## src/rtl/param_update_sequencer_pkg.sv

```systemverilog
// Shared types and constants for the parameter-update sequencer.
// The state type is a plain 3-bit vector with named constants so legacy code can compare encodings directly.
package param_update_sequencer_pkg;

  localparam int unsigned CNT_W = 32;

  typedef logic [2:0] seq_state_t;

  localparam seq_state_t S_IDLE = 3'd0;
  localparam seq_state_t S_LOAD = 3'd1;
  localparam seq_state_t S_FWD  = 3'd2;
  localparam seq_state_t S_UPD3 = 3'd3;
  localparam seq_state_t S_UPD2 = 3'd4;
  localparam seq_state_t S_UPD1 = 3'd5;
  localparam seq_state_t S_NEXT = 3'd6;
  localparam seq_state_t S_DONE = 3'd7;

  // True in any of the three states that wait for a backprop result.
  function automatic logic is_upd(input seq_state_t s);
    return (s == S_UPD3) || (s == S_UPD2) || (s == S_UPD1);
  endfunction

endpackage

```

## src/rtl/param_update_sequencer_cycle_counter.sv

```systemverilog
// Clearable up-counter that flags when its count equals a terminal value.
// The same block times both the forward pass and the backprop wait.
module param_update_sequencer_cycle_counter
  import param_update_sequencer_pkg::*;
#(
  parameter int unsigned WIDTH = CNT_W
) (
  input  logic             clk,
  input  logic             reset,
  input  logic             clear,
  input  logic             enable,
  input  logic [WIDTH-1:0] terminal,
  output logic             tc
);

  logic [WIDTH-1:0] count_r;

  // Count register; clear has priority over enable.
  always_ff @(posedge clk or negedge reset) begin
    if (!reset) begin
      count_r <= '0;
    end else if (clear) begin
      count_r <= '0;
    end else if (enable) begin
      count_r <= count_r + WIDTH'(1'b1);
    end
  end

  assign tc = (count_r == terminal);

endmodule

```

## src/rtl/param_update_sequencer.sv

```systemverilog
// Handshake-driven scheduler for the training engine's parameter registers and mux.
// Optional backprop watchdog: define UPDATE_TIMEOUT_EN to enable the TIMEOUT-cycle wait limit.
module param_update_sequencer
  import param_update_sequencer_pkg::*;
#(
  parameter int unsigned FWD_LATENCY = 6,
  parameter int unsigned N_SAMPLES   = 10,
  parameter int unsigned N_EPOCHS    = 1,
  parameter int unsigned TIMEOUT     = 64
) (
  input  logic        clk,
  input  logic        reset,
  input  logic        start,
  input  logic        abort,
  input  logic        bwd_ack,
  output logic        enable_initial,
  output logic        enable_update_layer_1,
  output logic        enable_update_layer_2,
  output logic        enable_update_layer_3,
  output logic        block_reset,
  output logic        select,
  output logic        fwd_enable,
  output logic        busy,
  output logic        done,
  output logic [31:0] sample_idx,
  output logic [31:0] epoch_idx,
  output logic        error
);

  if ((FWD_LATENCY < 32'd1) || (N_SAMPLES < 32'd1) || (N_EPOCHS < 32'd1) || (TIMEOUT < 32'd1)) begin : g_param_check
    $error("param_update_sequencer: all parameters must be >= 1");
  end

  seq_state_t  state_r;
  seq_state_t  state_nxt_s;
  logic        select_r;
  logic        abort_pulse_r;
  logic [31:0] sample_r;
  logic [31:0] epoch_r;
  logic        abort_s;
  logic        timeout_s;
  logic        upd_s;
  logic        fwd_s;
  logic        fwd_tc_s;
  logic        last_sample_s;
  logic        last_epoch_s;
  logic        load_entry_s;

  assign upd_s         = is_upd(state_r);
  assign fwd_s         = (state_r == S_FWD);
  assign abort_s       = abort && (state_r != S_IDLE);
  assign last_sample_s = (sample_r == 32'(N_SAMPLES - 32'd1));
  assign last_epoch_s  = (epoch_r == 32'(N_EPOCHS - 32'd1));
  assign load_entry_s  = (state_nxt_s == S_LOAD) && (state_r != S_LOAD);

  param_update_sequencer_cycle_counter #(.WIDTH(CNT_W)) u_fwd_cnt (
    .clk      (clk),
    .reset    (reset),
    .clear    (!fwd_s),
    .enable   (fwd_s),
    .terminal (32'(FWD_LATENCY - 32'd1)),
    .tc       (fwd_tc_s)
  );

`ifdef UPDATE_TIMEOUT_EN
  logic to_tc_s;
  logic error_r;

  // An ack restarts the wait window, so each layer gets a fresh TIMEOUT budget.
  param_update_sequencer_cycle_counter #(.WIDTH(CNT_W)) u_to_cnt (
    .clk      (clk),
    .reset    (reset),
    .clear    (!upd_s || bwd_ack),
    .enable   (upd_s),
    .terminal (32'(TIMEOUT - 32'd1)),
    .tc       (to_tc_s)
  );

  assign timeout_s = upd_s && !bwd_ack && to_tc_s;

  // Sticky watchdog flag, cleared only by a fresh run.
  always_ff @(posedge clk or negedge reset) begin
    if (!reset) begin
      error_r <= 1'b0;
    end else if (timeout_s) begin
      error_r <= 1'b1;
    end else if (load_entry_s) begin
      error_r <= 1'b0;
    end
  end

  assign error = error_r;
`else
  assign timeout_s = 1'b0;
  assign error     = 1'b0;
`endif

  // Next-state selection; abort and watchdog expiry override the schedule.
  always_comb begin
    state_nxt_s = state_r;
    if (abort_s || timeout_s) begin
      state_nxt_s = S_IDLE;
    end else begin
      case (state_r)
        S_IDLE:  if (start) state_nxt_s = S_LOAD; else state_nxt_s = S_IDLE;
        S_LOAD:  state_nxt_s = S_FWD;
        S_FWD:   if (fwd_tc_s) state_nxt_s = S_UPD3; else state_nxt_s = S_FWD;
        S_UPD3:  if (bwd_ack) state_nxt_s = S_UPD2; else state_nxt_s = S_UPD3;
        S_UPD2:  if (bwd_ack) state_nxt_s = S_UPD1; else state_nxt_s = S_UPD2;
        S_UPD1:  if (bwd_ack) state_nxt_s = S_NEXT; else state_nxt_s = S_UPD1;
        S_NEXT:  if (last_sample_s && last_epoch_s) state_nxt_s = S_DONE; else state_nxt_s = S_FWD;
        S_DONE:  if (start) state_nxt_s = S_LOAD; else state_nxt_s = S_DONE;
        default: state_nxt_s = S_IDLE;
      endcase
    end
  end

  // State, mux select, abort pulse and sample/epoch indices.
  always_ff @(posedge clk or negedge reset) begin
    if (!reset) begin
      state_r       <= S_IDLE;
      select_r      <= 1'b0;
      abort_pulse_r <= 1'b0;
      sample_r      <= 32'd0;
      epoch_r       <= 32'd0;
    end else begin
      state_r       <= state_nxt_s;
      abort_pulse_r <= abort_s || timeout_s;
      if (abort_s || timeout_s || load_entry_s) begin
        select_r <= 1'b0;
        sample_r <= 32'd0;
        epoch_r  <= 32'd0;
      end else if ((state_r == S_UPD1) && bwd_ack) begin
        select_r <= 1'b1;
      end else if (state_r == S_NEXT) begin
        if (last_sample_s) begin
          sample_r <= 32'd0;
          epoch_r  <= epoch_r + 32'd1;
        end else begin
          sample_r <= sample_r + 32'd1;
        end
      end
    end
  end

  assign enable_initial        = (state_r == S_LOAD);
  assign block_reset           = (state_r == S_LOAD) || abort_pulse_r;
  assign fwd_enable            = fwd_s;
  assign enable_update_layer_3 = (state_r == S_UPD3) && bwd_ack;
  assign enable_update_layer_2 = (state_r == S_UPD2) && bwd_ack;
  assign enable_update_layer_1 = (state_r == S_UPD1) && bwd_ack;
  assign select                = select_r;
  assign busy                  = (state_r != S_IDLE) && (state_r != S_DONE);
  assign done                  = (state_r == S_DONE);
  assign sample_idx            = sample_r;
  assign epoch_idx             = epoch_r;

endmodule

```

## config.mk

```make
export PLATFORM = sky130hd
export DESIGN_NAME = param_update_sequencer
export DESIGN_NICKNAME = d
export VERILOG_FILES = /design/src/rtl/param_update_sequencer_pkg.sv /design/src/rtl/param_update_sequencer_cycle_counter.sv /design/src/rtl/param_update_sequencer.sv
export SDC_FILE = /design/constraint.sdc
export NUM_CORES = 1
export LEC_CHECK = 0
export CAP_MARGIN = 0
export CELL_PAD_IN_SITES_DETAIL_PLACEMENT = 1
export CELL_PAD_IN_SITES_GLOBAL_PLACEMENT = 1
export CORE_UTILIZATION = 40
export CTS_BUF_LIST = sky130_fd_sc_hd__clkbuf_4
export CTS_CLUSTER_DIAMETER = 200
export CTS_CLUSTER_SIZE = 8
export DETAILED_ROUTE_END_ITERATION = 7
export PLACE_DENSITY = 0.74
export RECOVER_POWER = 50
export SYNTH_ARGS = -nofsm -noshare
export SYNTH_HDL_FRONTEND = slang
export SYNTH_SLANG_ARGS = --single-unit
```

## constraint.sdc

```tcl
create_clock -name clk -period 2.95 [get_ports clk]
set_input_delay 0.59 -clock clk [delete_from_list [all_inputs] [get_ports clk]]
set_output_delay 0.59 -clock clk [all_outputs]
set_load 0.01 [all_outputs]
```

==> reports/qor.yml <==
detailed_routing:
  drt_iter0_markers: 306
  vias: 4997
  drt_pass1_iterations: 4
  wirelength_met1_um: 7200
  post_drt_wl_per_cell_um: 17.5
  drtAntennaViolNets: 0
  met3_length_um: 295
  drc: 0
  wl_met2_um: 7630
  top_layer: "met4"
  finalWirelength_um: 15400
  avgViaCountPerCell: 5.68
layout:
  area_delta_synth_final_pct: 20.6
  fin_nets: 709
  fin_util_pct: 49.9
  drive_gt1_share_pct: 7.82
  design_area_um2: 6690
  layout_common_cells: "100 x dfrtp_1, 81 x nor2_1, 73 x clkdlybuf4s50_1"
  fillers: 1587
  final_common_cell: "dfrtp_1"
yosys:
  synthMuxAreaShare_pct: 0.721
  synth_area_leader_cell: "dfrtp_1"
  syn_nets: 626
  synth_xor_area_share_pct: 9.31
  netlist_top_cells_area: "dfrtp_1 46%, nor2_1 5.5%, xnor2_1 4.7%, xor2_1 4.6%, nand4_1 4.1%"
  async_flop_share_pct: 100
  yosysWarnings: 0
  synthAdderAreaFrac_pct: 1.35
  syn_area_per_cell_um2: 9.02
  synth_edf_count: 0
  synth_top_family_by_area: "simple AND/OR/NAND/NOR gates"
  ys_types: 50
  syn_area_um2: 5550
  ys_seq_elements: 101
  synth_seq_area_share_pct: 45.5
  synth_compound_area_share_pct: 7.08
  yosysTopAreaCellShare_pct: 45.5
  synth_cells: 615
  ys.flop_type: "dfrtp_1"
  yosys.area_share.simple_pct: 32.3
place:
  place_area_um2: 6610
  dp_slack_ns: 0.175
  place.gp.congestion: 0.848
  portBuffers: 77
  dp_hpwl_um: 11100
sta:
  drv_slew: 0
  finClkSkew_ns: 0.0278
  worstMarginPinSlew_ns: 1.39
  rsz0062_at_grt: "false"
  max_freq_ghz: 0.356
  fin_tns_setup_ns: 0
  hold_viol: 0
  max-slew-margin-rel_pct: 7.42
  setup_violations: 0
  period_minus_slack_ns: 2.81
  setup_ws_ns: 0.142
  timing.final.crit_share_pct: 95.2
worst_setup_path:
  cp.arrival_ns: 2.22
  required_ns: 2.36
  path_max_fanout: 13
  path_class: "flip-flop to primary output"
  startpoint_type: "flip-flop"
  critPathCaptureType: "primary output"
clocking:
  holdBufCountCts: 0
  numCtsBuffers: 9
  cts_sinks: 101
  clock_path_buffers: 2
  root_buffer: "clkbuf_4"
  post_cts_buffers: 0
  clk_latency_ns: 0.47
  cts-htree-levels: 3
  cts_tree: "done"
  clk_pin_slew_ns: 0.15
floorplanning:
  die_x_um: 120
  start_util_pct: 41.4
  rows: 42
  num_io_pins: 79
  core_area_um2: 13400
  die_h_um: 120
  dieArea_um2: 14400
pwr:
  power_w: 0.00262
  pwr-share-comb_pct: 20.9
  power_switching_w: 0.000847
  power.share.clock_pct: 24.3
  swShare_pct: 32.4
  p_seq_share_pct: 54.8
  p_leak_nw: 2.56
  p_int_w: 0.00177
  ir_worst_vdd_v: 0.000270
  cellPowerDensity_nw_per_um2: 391
global_routing:
  grt_first_pass_wirelength_um: 26000
  grt_max_degree: 54
  grt_pass1_vias: 5093
  grt_usage_pct: 22.7
  antenna_found_initial: 1
  gr-total-overflow: 0
job:
  maxCapViolations: 0
min_path:
  hold_class: "input port to asynchronous set/reset pin"
run_status:
  outcome: "completed"
[Yosys cell counts, types with 7 or more instances]
| cell type | instances |
|---|---|
| and3_1 | 13 |
| nand4_1 | 36 |
| o31ai_1 | 7 |
| xnor2_1 | 30 |
| clkbuf_1 | 26 |
| nand3_1 | 29 |
| a21oi_1 | 34 |
| or3_1 | 17 |
| dfrtp_1 | 101 |
| nor4_1 | 35 |
| or4_1 | 18 |
| inv_1 | 15 |
| and4_1 | 7 |
| nor2_1 | 81 |
| nor3_1 | 16 |
| nand2_1 | 44 |
| o21ai_0 | 18 |
| xor2_1 | 29 |
[stage by stage]
| stage | hold WS [ns] | std cells |
|---|---|---|
| after floorplan | 0.294 | 615 |
| after global placement | 0.500 | 863 |
| after CTS | 0.131 | 879 |
| after detailed placement | 0.527 | 863 |
| final | 0.357 | 880 |
| after global routing | 0.441 | 880 |
[cells by family after synthesis]
family                     Yosys count
AOI/OAI and AO/OA                   68
other                                1
adders and majority gates            6
xor gates and xnor gates            59
and+or+nand+nor                    329
muxes                                4
buffers and inverters               47
DFF                                101
[power by group through the flow]
stage	sequential [W]	combinational [W]	clock (W)
3_3_place_gp	0.00146	0.000559	0
4_1_cts	0.00143	0.000571	0.000660
5_1_grt	0.00144	0.000608	0.000708
6_report	0.00143	0.000548	0.000635
3_5_place_dp	0.00146	0.000567	0
2_1_floorplan	0.00145	0.000331	0
[state kept, by name, indices dropped and copies added (netlist names)]
register	flops
epoch_idx	32
sample_idx	32
u_fwd_cnt.count_r	32
state_r	3
abort_pulse_r	1
select	1
[metal layers]
metal / up-vias / GRT usage, %
met1: 2526 / 30.5
met5: - / 0
met4: 0 / 7.73
li1: 2390 / -
met2: 64 / 37.8
met3: 17 / 2.71
[worst max-delay path, stage by stage, from the launching register on]
cell and delay (ns):
dfrtp_1 0.46, buf_4 0.20, or3b_2 0.48, inv_1 0.09
clkdlybuf4s50_1 0.53
[worst paths after layout]
| check | from | endpoint | slack, ns | cells past startpoint |
|---|---|---|---|---|
| max in group asynchronous | reset | epoch_idx[18] | 0.64 | 2 |
| worst min-delay path | reset | sample_idx[8] | 0.36 | 1 |
| worst min register to register | u_fwd_cnt.count_r[0] | u_fwd_cnt.count_r[0] | 0.53 | 1 |
| worst max register to register | sample_idx[1] | epoch_idx[18] | 0.19 | 8 |
| worst max-delay path | state_r[0] | fwd_enable | 0.14 | 4 |
| min in group clk | u_fwd_cnt.count_r[0] | u_fwd_cnt.count_r[0] | 0.53 | 1 |
[repair_timing]
item,CTS,global route
endpoints found under the hold margin,0,0
setup endpoints to repair,0,1
resized for setup,0,1
[area by class of cell]
| cell class | count | area [um2] | share of cell area [%] |
|---|---|---|---|
| Antenna cell | 1 | 2.50 | 0.0374 |
| Clock buffer | 10 | 75.1 | 1.12 |
| Clock inverter | 6 | 30.0 | 0.449 |
| Inverter | 15 | 56.3 | 0.841 |
| Multi-Input combinational cell | 467 | 2820 | 42.1 |
| Sequential cell | 101 | 2530 | 37.8 |
| Tap cell | 176 | 220 | 3.29 |
| Timing Repair Buffer | 104 | 962 | 14.4 |
Power figures use the tool's default switching activity.
